### config.mk
export PLATFORM = sky130hd
export DESIGN_NAME = mul_seq
export DESIGN_NICKNAME = d
export VERILOG_FILES = /design/src/rtl/mul_seq_pkg.sv /design/src/rtl/mul_seq.sv
export SDC_FILE = /design/constraint.sdc
export NUM_CORES = 1
export LEC_CHECK = 0
export BUFFER_PORTS_ARGS = -buffer_cell sky130_fd_sc_hd__buf_4
export CORE_UTILIZATION = 45
export CTS_CLUSTER_DIAMETER = 30
export DETAILED_ROUTE_END_ITERATION = 8
export GPL_TIMING_DRIVEN = 1
export PLACE_DENSITY_LB_ADDON = 0.08
export RECOVER_POWER = 50
export SYNTH_ARGS = -nofsm -noshare
export SYNTH_HDL_FRONTEND = slang
export SYNTH_SLANG_ARGS = --single-unit
### constraint.sdc
create_clock -name Clk -period 2.5 [get_ports Clk]
set_input_delay 0.75 -clock Clk [delete_from_list [all_inputs] [get_ports Clk]]
set_output_delay 0.75 -clock Clk [all_outputs]
set_load 0.05 [all_outputs]
### src/rtl/mul_seq_pkg.sv
// Shared types and default sizing for the sequential shift-add multiplier.
package mul_seq_pkg;

   localparam int unsigned W_DEF = 8;
   localparam int unsigned D_DEF = 4;

   typedef enum logic [1:0] {
      IDLE  = 2'd0,
      CALC  = 2'd1,
      WR_LO = 2'd2,
      WR_HI = 2'd3
   } state_t;

endpackage : mul_seq_pkg

### src/rtl/mul_seq.sv
// Sequential unsigned W x W multiplier (one multiplier bit per cycle, LSB
// first) that writes the 2W-bit product back to a register file as two words.
module mul_seq
   import mul_seq_pkg::*;
#(
   parameter int unsigned W = W_DEF,
   parameter int unsigned D = D_DEF
) (
   input  logic         Clk,
   input  logic         Reset,
   input  logic         Start,
   input  logic [W-1:0] OpA,
   input  logic [W-1:0] OpB,
   input  logic [D-1:0] DestAddr,
   output logic         Busy,
   output logic         Done,
   output logic         WrEn,
   output logic [D-1:0] WrAddr,
   output logic [W-1:0] WrData
);

   localparam int unsigned CW = $clog2(W) + 1;
   localparam int unsigned PW = 2 * W;

   state_t          state_q, state_d;
   logic [PW-1:0]   acc_q, acc_d;
   logic [PW-1:0]   mcand_q, mcand_d;
   logic [W-1:0]    mplier_q, mplier_d;
   logic [CW-1:0]   cnt_q, cnt_d;
   logic [D-1:0]    dest_q, dest_d;

   logic            busy_d, done_d, wr_en_d;
   logic [D-1:0]    wr_addr_d;
   logic [W-1:0]    wr_data_d;

   logic            last_bit;

   assign last_bit = (cnt_q == CW'(W - 1));

   // State and datapath registers; reset aborts any operation in progress.
   always_ff @(posedge Clk or posedge Reset) begin
      if (Reset) begin
         state_q  <= IDLE;
         acc_q    <= '0;
         mcand_q  <= '0;
         mplier_q <= '0;
         cnt_q    <= '0;
         dest_q   <= '0;
      end else begin
         state_q  <= state_d;
         acc_q    <= acc_d;
         mcand_q  <= mcand_d;
         mplier_q <= mplier_d;
         cnt_q    <= cnt_d;
         dest_q   <= dest_d;
      end
   end

   // Next-state logic: fixed W-cycle CALC, then two write cycles.
   always_comb begin
      state_d = state_q;
      case (state_q)
         IDLE:    if (Start) state_d = CALC;
         CALC:    if (last_bit) state_d = WR_LO;
         WR_LO:   state_d = WR_HI;
         WR_HI:   state_d = IDLE;
         default: state_d = IDLE;
      endcase
   end

   // Datapath next values: operands latched on accept, shift-add in CALC.
   always_comb begin
      acc_d    = acc_q;
      mcand_d  = mcand_q;
      mplier_d = mplier_q;
      cnt_d    = cnt_q;
      dest_d   = dest_q;
      case (state_q)
         IDLE: begin
            if (Start) begin
               acc_d    = '0;
               mcand_d  = PW'(OpA);
               mplier_d = OpB;
               cnt_d    = '0;
               dest_d   = DestAddr;
            end
         end
         CALC: begin
            acc_d    = acc_q + (mplier_q[0] ? mcand_q : '0);
            mcand_d  = mcand_q << 1;
            mplier_d = mplier_q >> 1;
            cnt_d    = cnt_q + CW'(1);
         end
         default: ;
      endcase
   end

   // Output decode from the upcoming state so outputs leave a register.
   always_comb begin
      busy_d    = (state_d != IDLE);
      done_d    = 1'b0;
      wr_en_d   = 1'b0;
      wr_addr_d = '0;
      wr_data_d = '0;
      case (state_d)
         WR_LO: begin
            wr_en_d   = 1'b1;
            wr_addr_d = dest_q;
            wr_data_d = acc_d[W-1:0];
         end
         WR_HI: begin
            wr_en_d   = 1'b1;
            done_d    = 1'b1;
            wr_addr_d = dest_q + D'(1);
            wr_data_d = acc_d[PW-1:W];
         end
         default: ;
      endcase
   end

   // Output registers.
   always_ff @(posedge Clk or posedge Reset) begin
      if (Reset) begin
         Busy   <= 1'b0;
         Done   <= 1'b0;
         WrEn   <= 1'b0;
         WrAddr <= '0;
         WrData <= '0;
      end else begin
         Busy   <= busy_d;
         Done   <= done_d;
         WrEn   <= wr_en_d;
         WrAddr <= wr_addr_d;
         WrData <= wr_data_d;
      end
   end

endmodule : mul_seq

Word level (Yosys, flattened, before mapping)
Index checks and enable logic that the tools add are counted.
- multipliers: 0
- divide/modulo/power cells: 0
- muxes and demuxes: 16
- bitwise operators: 0
- $add $sub $neg: 3
- shift-type cells: 0
- reductions and logical operators: 6
- eq/ne operators: 7
- $lt $le $gt $ge: 0
- operators with widths (cell ; number):
    16-bit case mux with 2 select lines ; 2
    16-bit two-way mux ; 3
    8-bit case mux with 2 select lines ; 2
    16-bit adder ; 1
    4-bit case mux with 2 select lines ; 2
    4-bit by 1-bit adder with 4-bit output (second input constant) ; 2
    2-bit == test (second input constant) ; 4
    8-bit two-way mux ; 1
    2-bit case mux with 4 select lines ; 1
    4-bit by 3-bit == test with 1-bit output (second input constant) ; 1
    2-bit two-way mux ; 2
    4-bit two-way mux ; 1
    2-bit AND reduction ; 2
    2-bit nonzero test ; 2
    2-bit by 1-bit == test with 1-bit output (second input constant) ; 1
    2-bit zero test ; 1
    1-bit two-way mux ; 2
    2-bit != test (second input constant) ; 1
    2-bit OR reduction ; 1
- flip-flop bits (word level): 65
- logic and storage cells: 43
- bits in read-only memories: 0
- memories kept: 0
- output and inout bits: 15
- input bits: 23
- bits in writable memories: 0
- bits in latches: 0

Longest topological paths before layout
Gate-level depths: netlist (run 1).
- word-level depth: 6
- gate-level depth with buffers: 11
- mapped depth without buffers: 10

Worst setup path after synthesis (run 1)
Ideal clock, no wire load.
- kind: register -> register
- start: register mplier_q[0]
- end: register acc_q[12]
- period minus slack after synthesis: 2.410 ns
- path buffers: 1
- cell stages (with the launch flop): 12
- required time: 2.369 ns
- arrival time: 2.278 ns
- setup time: 0.131 ns
- path slack: 0.090 ns
- cells stage by stage: dfrtp_1 -> clkbuf_1 -> and2_1 -> ha_1 -> inv_1 -> fa_1 -> nand2b_1 -> a21oi_4 -> o31ai_2 -> o41ai_2 -> xnor2_1 -> o21ai_1
- cells in the longest elaborated chain, start to end: 3
- RTL lines (element ; RTL line ; RTL):
    from (decl) ; mul_seq.sv:28 ; logic [W-1:0] mplier_q, mplier_d;
    from (signal assigned) ; mul_seq.sv:53 ; mplier_q <= mplier_d;
    16-bit two-way mux ; mul_seq.sv:89 ; acc_d = acc_q + (mplier_q[0] ? mcand_q : '0);
    16-bit adder ; mul_seq.sv:89 ;
    16-bit case mux with 2 select lines ; mul_seq.sv:78 ; case (state_q)
    net acc_d[12] ; mul_seq.sv:26 ; logic [PW-1:0] acc_q, acc_d;
    to (signal assigned) ; mul_seq.sv:44 ; acc_q <= '0;
    to (signal assigned) ; mul_seq.sv:51 ; acc_q <= acc_d;
    to (decl) ; mul_seq.sv:26 ;
The timed path passes the listed nets, and every way through them passes these cells.
A chain may end at the register's enable or synchronous reset.

Final worst setup path (run 1)
- start: register mplier_q[0]
- end: register acc_q[15]
Same word-level chain as after synthesis.

==> results of run 1 <==
[final timing paths]
kind	endpoint	cells past startpoint
max	acc_q[15]	9
min	mplier_q[1]	2
max reg2reg	acc_q[15]	9
min reg2reg	mplier_q[1]	2
max in group asynchronous	mcand_q[9]	3
min in group asynchronous	WrAddr[3]	3
[placed cells by master, fill, tap and decap left out, drive strengths merged, types with 5 or more instances in the layout]
cell type  netlist  layout
a22o            23      23
nor2            17      17
inv              7       8
buf              7      42
dfrtp           65      65
clkbuf          10      14
ha              17      17
o21ai           35      35
a22oi           14      14
a21o             6       6
nor2b            5       5
xnor2            7       7
and2            17      17
nand2b           6       6
a21oi           11      11
nand2           42      42
[Yosys cell counts (2+ instances only)]
cell type  number
buf_2           7
nand4_1         2
a22o_1         23
dfrtp_1        65
mux2_2          4
xnor2_1         7
o21a_1          3
and3_1          2
o21bai_1        4
xor2_1          4
o21ai_1         8
nand3_1         2
o31ai_1         2
a21o_1          6
clkbuf_1       10
a22oi_1        14
a21oi_1         9
ha_1           17
o21ai_0        25
nor2_1         17
nand2_1        42
o21ai_2         2
inv_1           7
a31oi_1         3
nor2b_1         5
nand2b_1        6
a211oi_1        4
and2_1         17
[flip-flops by register name (all words and copies together), names as in the netlist, 2 cells and up]
name / cells
acc_q: 16
mcand_q: 16
WrData: 8
mplier_q: 8
WrAddr: 4
cnt_q: 4
dest_q: 4
state_q: 2
[cells by family (layout without fill, tap and decap cells)]
kind of cell               Yosys count  count (layout)  synth area share (%)
muxes                                5               5                  1.61
and+or+nand+nor                     99              99                  13.9
buffers and inverters               24              70                  2.89
adders and majority gates           18              18                  6.81
AOI/OAI and AO/OA                  116             116                  24.4
xor gates and xnor gates            11              11                  2.82
DFF                                 65              65                  47.6
[through the flow]
| step | utilization [%] | cells |
|---|---|---|
| 5_1_grt | 55.0 | 483 |
| 3_5_place_dp | 52.7 | 467 |
| 2_1_floorplan | - | 338 |
| 3_3_place_gp | 52.7 | 467 |
| 4_1_cts | 55.5 | 483 |
| 6_report | 55.0 | 483 |
[worst register-to-register path: stages (launching register included)]
cell	delay, ps
dfrtp_1	370
buf_4	180
and2_1	160
ha_1	360
a21o_1	230
a31o_1	250
a221oi_2	300
o41ai_1	100
a31oi_1	180
o21ai_1	100
[cell type report]
type / instances / area share, %
sequential: 65 / 40.5
multi-input combinational: 249 / 42.2
clock inverter: 7 / 2.00
inverter: 7 / 0.655
clock buffer: 9 / 3.09
tap: 99 / 3.09
timing repair buffer: 47 / 8.45
[power by group]
group          internal (W)  leakage [nW]  switching, W
clock              0.000470         0.101      0.000444
combinational      0.000660         0.960      0.000954
sequential          0.00138         0.852      0.000259
total               0.00251          1.91       0.00166
[per-layer routing]
metal | vias to the layer above | global-route usage, % | wire length, um
met1 | 1262 | 30.9 | 3730
met3 | 10 | 3.51 | 309
li1 | 1309 | - | -
met4 | 0 | 8.23 | 136
met5 | - | 0 | 0
met2 | 61 | 29.8 | 3310
==> results_dict.tcl, run 1 <==
set metrics [dict create \
    status "finished, violations left" \
    violations "capacitance limit, slew limit" \
    report.final.slew_viol_count 66 \
    die_area_um2 7950 \
    async_reset_ff_share_pct 100 \
    drtIter0Drc 172 \
    multi_input_area_um2 1690 \
    initial_core_util_pct 46.9 \
    fin_crit_sh_pct 93.8 \
    arrival_ps 2570 \
    hold_path_class "flop to flop" \
    drive_gt1_share_pct 18.5 \
    routed_wl_um 7490 \
    rrSetupSlack_ps 150 \
    synth_top_area_share_pct 47.6 \
    start_kind "flop" \
    path_max_fanout 16 \
    crit_path_end_kind "flop" \
    leakage_nw 1.91 \
    clk_latency_ps 350 \
    wl_per_cell_um 15.5 \
    rows 31 \
    ys_ff_latch 65 \
    clk_pin_slew_ps 80 \
    gp_congestion 0.916 \
    peakVddDrop_uv 421 \
    p_per_area_nw_per_um2 1040 \
    cts_buffer_depth 2 \
    grtUsageTotal_pct 20.7 \
    slew_headroom_pct -5.02 \
    synth_area_leaders "dfrtp_1, ha_1, a22o_1" \
    synth_ff_type "dfrtp_1" \
    holdBufCountCts 0 \
    grt_max_degree 66 \
    synth-edff-count 0 \
    final_hold_viol_count 0 \
    drc_errors 0 \
    worstSetupPathType "flop to flop" \
    synth_warnings 0 \
    crit_slowest_cell "dfrtp_1" \
    avgViaCountPerCell 5.47 \
    h-tree-depth 3 \
    core_um2 7290 \
    skew_ps 14.4 \
    total_power_w 0.00417 \
    worst_slew_pin_slew_ps 1580 \
    setup_viol 0 \
    cts.sinks 65 \
    placed_area_um2 3840 \
    cts_tree "done" \
    synth_area_um2 3420 \
    seq_area_um2 1630 \
    fillers 664 \
    grt_pass1_wl_um 12400 \
    whs_ps 485 \
    timing.final.ws_setup_ps 154 \
    synth.net_count 379 \
    startpoint "mplier_q[0]" \
    fp.dieH_um 89.2 \
    post_cts_buffers 0 \
    r2r-start "mplier_q[0]" \
    required_ps 2720 \
    nets 420 \
    postCtsResizedCells 0 \
    postSynthAreaPerCell_um2 10.1 \
    worstHoldStart "mplier_q[1]" \
    tns_ps 0 \
    period_needed_ps 2350 \
    grt_remaining_overflow 0 \
    diodes 0 \
    cts_inserted_buffers 9 \
    maxCapViolations 1 \
    syn_inst 338 \
    area_delta_synth_final_pct 17.4 \
    ios 38 \
    dpl_worst_slack_ps 209 \
    dr.pass1.iters 4 \
    ant_nets 0 \
    grt_pass1_vias 2451 \
    crit_family "compound AO/OA/AOI/OAI gates" \
    yosys.area.top_type "dfrtp_1" \
    yosysUniqueCellTypes 49 \
    dp_hpwl_um 5330 \
    fmax_ghz 0.426 \
    crit_buf_inv 1 \
    slowest_delay_ps 370 \
    die_w_um 89.2 \
    rsz0062_at_grt "false" \
    route.vias.total 2642 \
    antenna_found_initial 0 \
    clockRootBuffer "clkbuf_8" \
    crit_chain "buf_4, and2_1, ha_1, a21o_1, a31o_1, a221oi_2, o41ai_1, a31oi_1, o21ai_1" \
    io_buffers 37 \
    post-route-cell-area_um2 4010 \
    seq_area_frac_synth_pct 47.6 \
]
Note: power is estimated with default switching activity, not from simulation.
==> run 2: changes to the inputs <==
Settings changed: ABC_AREA set to 1.
==> run 2 against run 1 <==
Effect of this change:
- the flow still finishes with violations (capacitance limit, slew limit)
- power increased by 4.8%
- combinational power rose by 5%
- wire length up 9.0%
- first-iteration DRC count fell by 21%
- final cell count increased by 30%
- utilization is 0.79 points lower
- count of clock-buffer cells in the layout is 1 higher
- critical path type unchanged
- largest cell class is now sequential cells
- highest routed layer unchanged
==> results_dict.tcl, run 2 <==
set metrics [dict create \
    status "finished, violations left" \
    violations "capacitance limit, slew limit" \
    worstHoldStart "cnt_q[3]" \
    rrSetupSlack_ps 300 \
    gr-usage-met1_pct 30.8 \
    worstHoldPathCells 1 \
    holdBufCountCts 0 \
    async_reset_ff_share_pct 100 \
    p_comb_share_pct 38.7 \
    skew_ps 9.54 \
    synth_top_area_share_pct 44.7 \
    dp_hpwl_um 5940 \
    drtIter0Drc 136 \
    final_common_cell "nand2_1" \
    p_per_area_nw_per_um2 1040 \
    syn_inst 481 \
    clkPwrFrac_pct 23.4 \
    grt_pass1_vias 2948 \
    required_ps 2730 \
    report.final.slew_viol_count 66 \
    hold_path_class "flop to flop" \
    diodes 0 \
    use_met3_pct 2.82 \
    start_kind "flop" \
    drc_errors 0 \
    cts_tree "done" \
    slowest_delay_ps 650 \
    yosys.area.top_type "dfrtp_1" \
    tns_ps 0 \
    seqPwrFrac_pct 37.9 \
    worstSetupPathType "flop to flop" \
    cp_num_cells 13 \
    reg_top3 "acc_q: 16 flops, mcand_q: 16 flops" \
    yosysMostFrequentCell "nand2_1" \
    p_int_w 0.00257 \
    crit_buf_inv 3 \
    power_switching_w 0.00179 \
    leakage_nw 2.42 \
    antenna_found_initial 0 \
    io_buffers 37 \
    route.vias.total 3075 \
    rsz0062_at_grt "false" \
    cts_inserted_buffers 9 \
    avgViaCountPerCell 4.90 \
    worst_slew_pin_slew_ps 1590 \
    cts_buffer_depth 2 \
    met2_usage_pct 33.1 \
    fp.dieH_um 91.9 \
    r2r_cells 13 \
    setup_viol 0 \
    grt_remaining_overflow 0 \
    initial_core_util_pct 46.8 \
    nets 561 \
    post_cts_buffers 0 \
    core_um2 7770 \
    grt_max_degree 66 \
    synth_warnings 0 \
    crit_chain "nand2_1, inv_1, ha_1, inv_1, fa_1, inv_1, nand3_1, nand3_1, nand3_1, nand3_1, nand2_1, nand3_1, nand2_1" \
    rows 32 \
    h-tree-depth 3 \
    hold_end "cnt_q[3]" \
    synth-edff-count 0 \
    drive_gt1_share_pct 12.4 \
    grt_pass1_wl_um 14100 \
    dpl_worst_slack_ps 338 \
    crit_slowest_cell "dfrtp_1" \
    synth_area_leaders "dfrtp_1, nand2_1, inv_1" \
    timing.final.ws_setup_ps 297 \
    clk_pin_slew_ps 80 \
    wl_per_cell_um 13.0 \
    clockRootBuffer "clkbuf_8" \
    final_cell_mix "nand2_1, inv_1, dfrtp_1" \
    fillers 765 \
    clk_latency_ps 340 \
    synth_area_um2 3640 \
    peakVddDrop_uv 454 \
    postCtsResizedCells 0 \
    gp_congestion 0.843 \
    routed_wl_um 8160 \
    crit_family "simple AND/OR/NAND/NOR gates" \
    ios 38 \
    slew_headroom_pct -5.72 \
    dr.pass1.iters 4 \
    yosysUniqueCellTypes 32 \
    synth_ff_type "dfrtp_1" \
    postSynthAreaPerCell_um2 7.56 \
    path_max_fanout 17 \
    top_usage_layer "met2" \
    grtUsageTotal_pct 21.5 \
    maxCapViolations 1 \
    fmax_ghz 0.454 \
    seq_area_frac_synth_pct 44.7 \
    fin_crit_sh_pct 88.1 \
    area_delta_synth_final_pct 15.8 \
    swShare_pct 41.1 \
    worst_path_most_repeated_cell "nand3_1" \
    synth_common_cells "nand2_1, inv_1, dfrtp_1" \
    rr_endpoint "acc_q[12]" \
    r2r-start "mplier_q[0]" \
    crit_path_end_kind "flop" \
    final_hold_viol_count 0 \
    ant_nets 0 \
    ys_ff_latch 65 \
    cts.sinks 65 \
    synth.net_count 522 \
    die_w_um 91.9 \
    die_area_um2 8450 \
    arrival_ps 2430 \
    period_needed_ps 2200 \
]
-- run 2: cell count changes in the layout (fill, tap and decap cells not counted), sizes merged, moves of 7 or more --
cell and delta:
nand4 +7, o221ai +8, nand2 +134, and2 -16
a22o -22, o22ai +9, inv +81, nand3 +24
o21ai -20, a22oi -11
-- run 2: power by group through the flow --
stage / logic, W / registers, W / clock network (W)
global route: 0.00192 / 0.00171 / 0.00109
finish: 0.00169 / 0.00166 / 0.00102
floorplan: 0.00125 / 0.00169 / 0
detailed placement: 0.00170 / 0.00168 / 0
global placement: 0.00167 / 0.00167 / 0
CTS: 0.00171 / 0.00166 / 0.00104
-- run 2: cells by family (layout without fill, tap and decap cells) --
logic type                 count (synthesis)  in the layout  synth area share, %
AOI/OAI and AO/OA                         52             52                 8.98
xor gates and xnor gates                   3              3                0.722
adders and majority gates                 18             18                 6.40
buffers and inverters                    102            146                 11.2
DFF                                       65             65                 44.7
muxes                                      1              1                0.275
and+or+nand+nor                          240            240                 27.8
-- run 2: cell type report --
cell class	instances	area (um^2)	area share (%)
timing repair buffer	40	298	7.07
sequential	65	1630	38.6
clock inverter	6	91.3	2.17
tap	102	128	3.03
inverter	90	338	8.02
multi-input combinational	314	1600	37.9
clock buffer	10	138	3.27
-- run 2: per-stage QoR --
stage	util (%)	power, W	std cells	hold WS (ps)	instance area, um^2
detailed placement	51.6	0.00338	611	469	4010
floorplan	-	0.00293	481	446	3640
global placement	51.6	0.00334	611	460	4010
global route	54.3	0.00472	627	515	4210
CTS	54.6	0.00441	627	484	4240
finish	54.3	0.00437	627	488	4210
-- run 2: worst max-delay path by stage --
stage | startpoint | to | slack, ps
global route | mplier_q[0] | WrData[4] | 10
global placement | mplier_q[0] | acc_q[6] | 400
CTS | mplier_q[0] | acc_q[12] | 310
finish | mplier_q[0] | acc_q[12] | 300
detailed placement | mplier_q[0] | acc_q[12] | 340
floorplan | Reset | Busy | 120
-- run 2: routing by layer --
layer,routed length (um),part of all wire (%),vias to the layer above
li1,-,-,1599
met1,4160,51,1427
met2,3710,45,43
met3,194,2.4,6
met4,95,1.2,0
met5,0,0,-
-- run 2: worst reg2reg max path, stage by stage, from the launching register on --
cell	delay, ps
dfrtp_1	650
nand2_1	100
inv_1	70
ha_1	160
inv_1	50
fa_1	350
inv_1	140
nand3_1	90
nand3_1	120
nand3_1	100
nand3_1	80
nand2_1	60
nand3_1	80
nand2_1	60
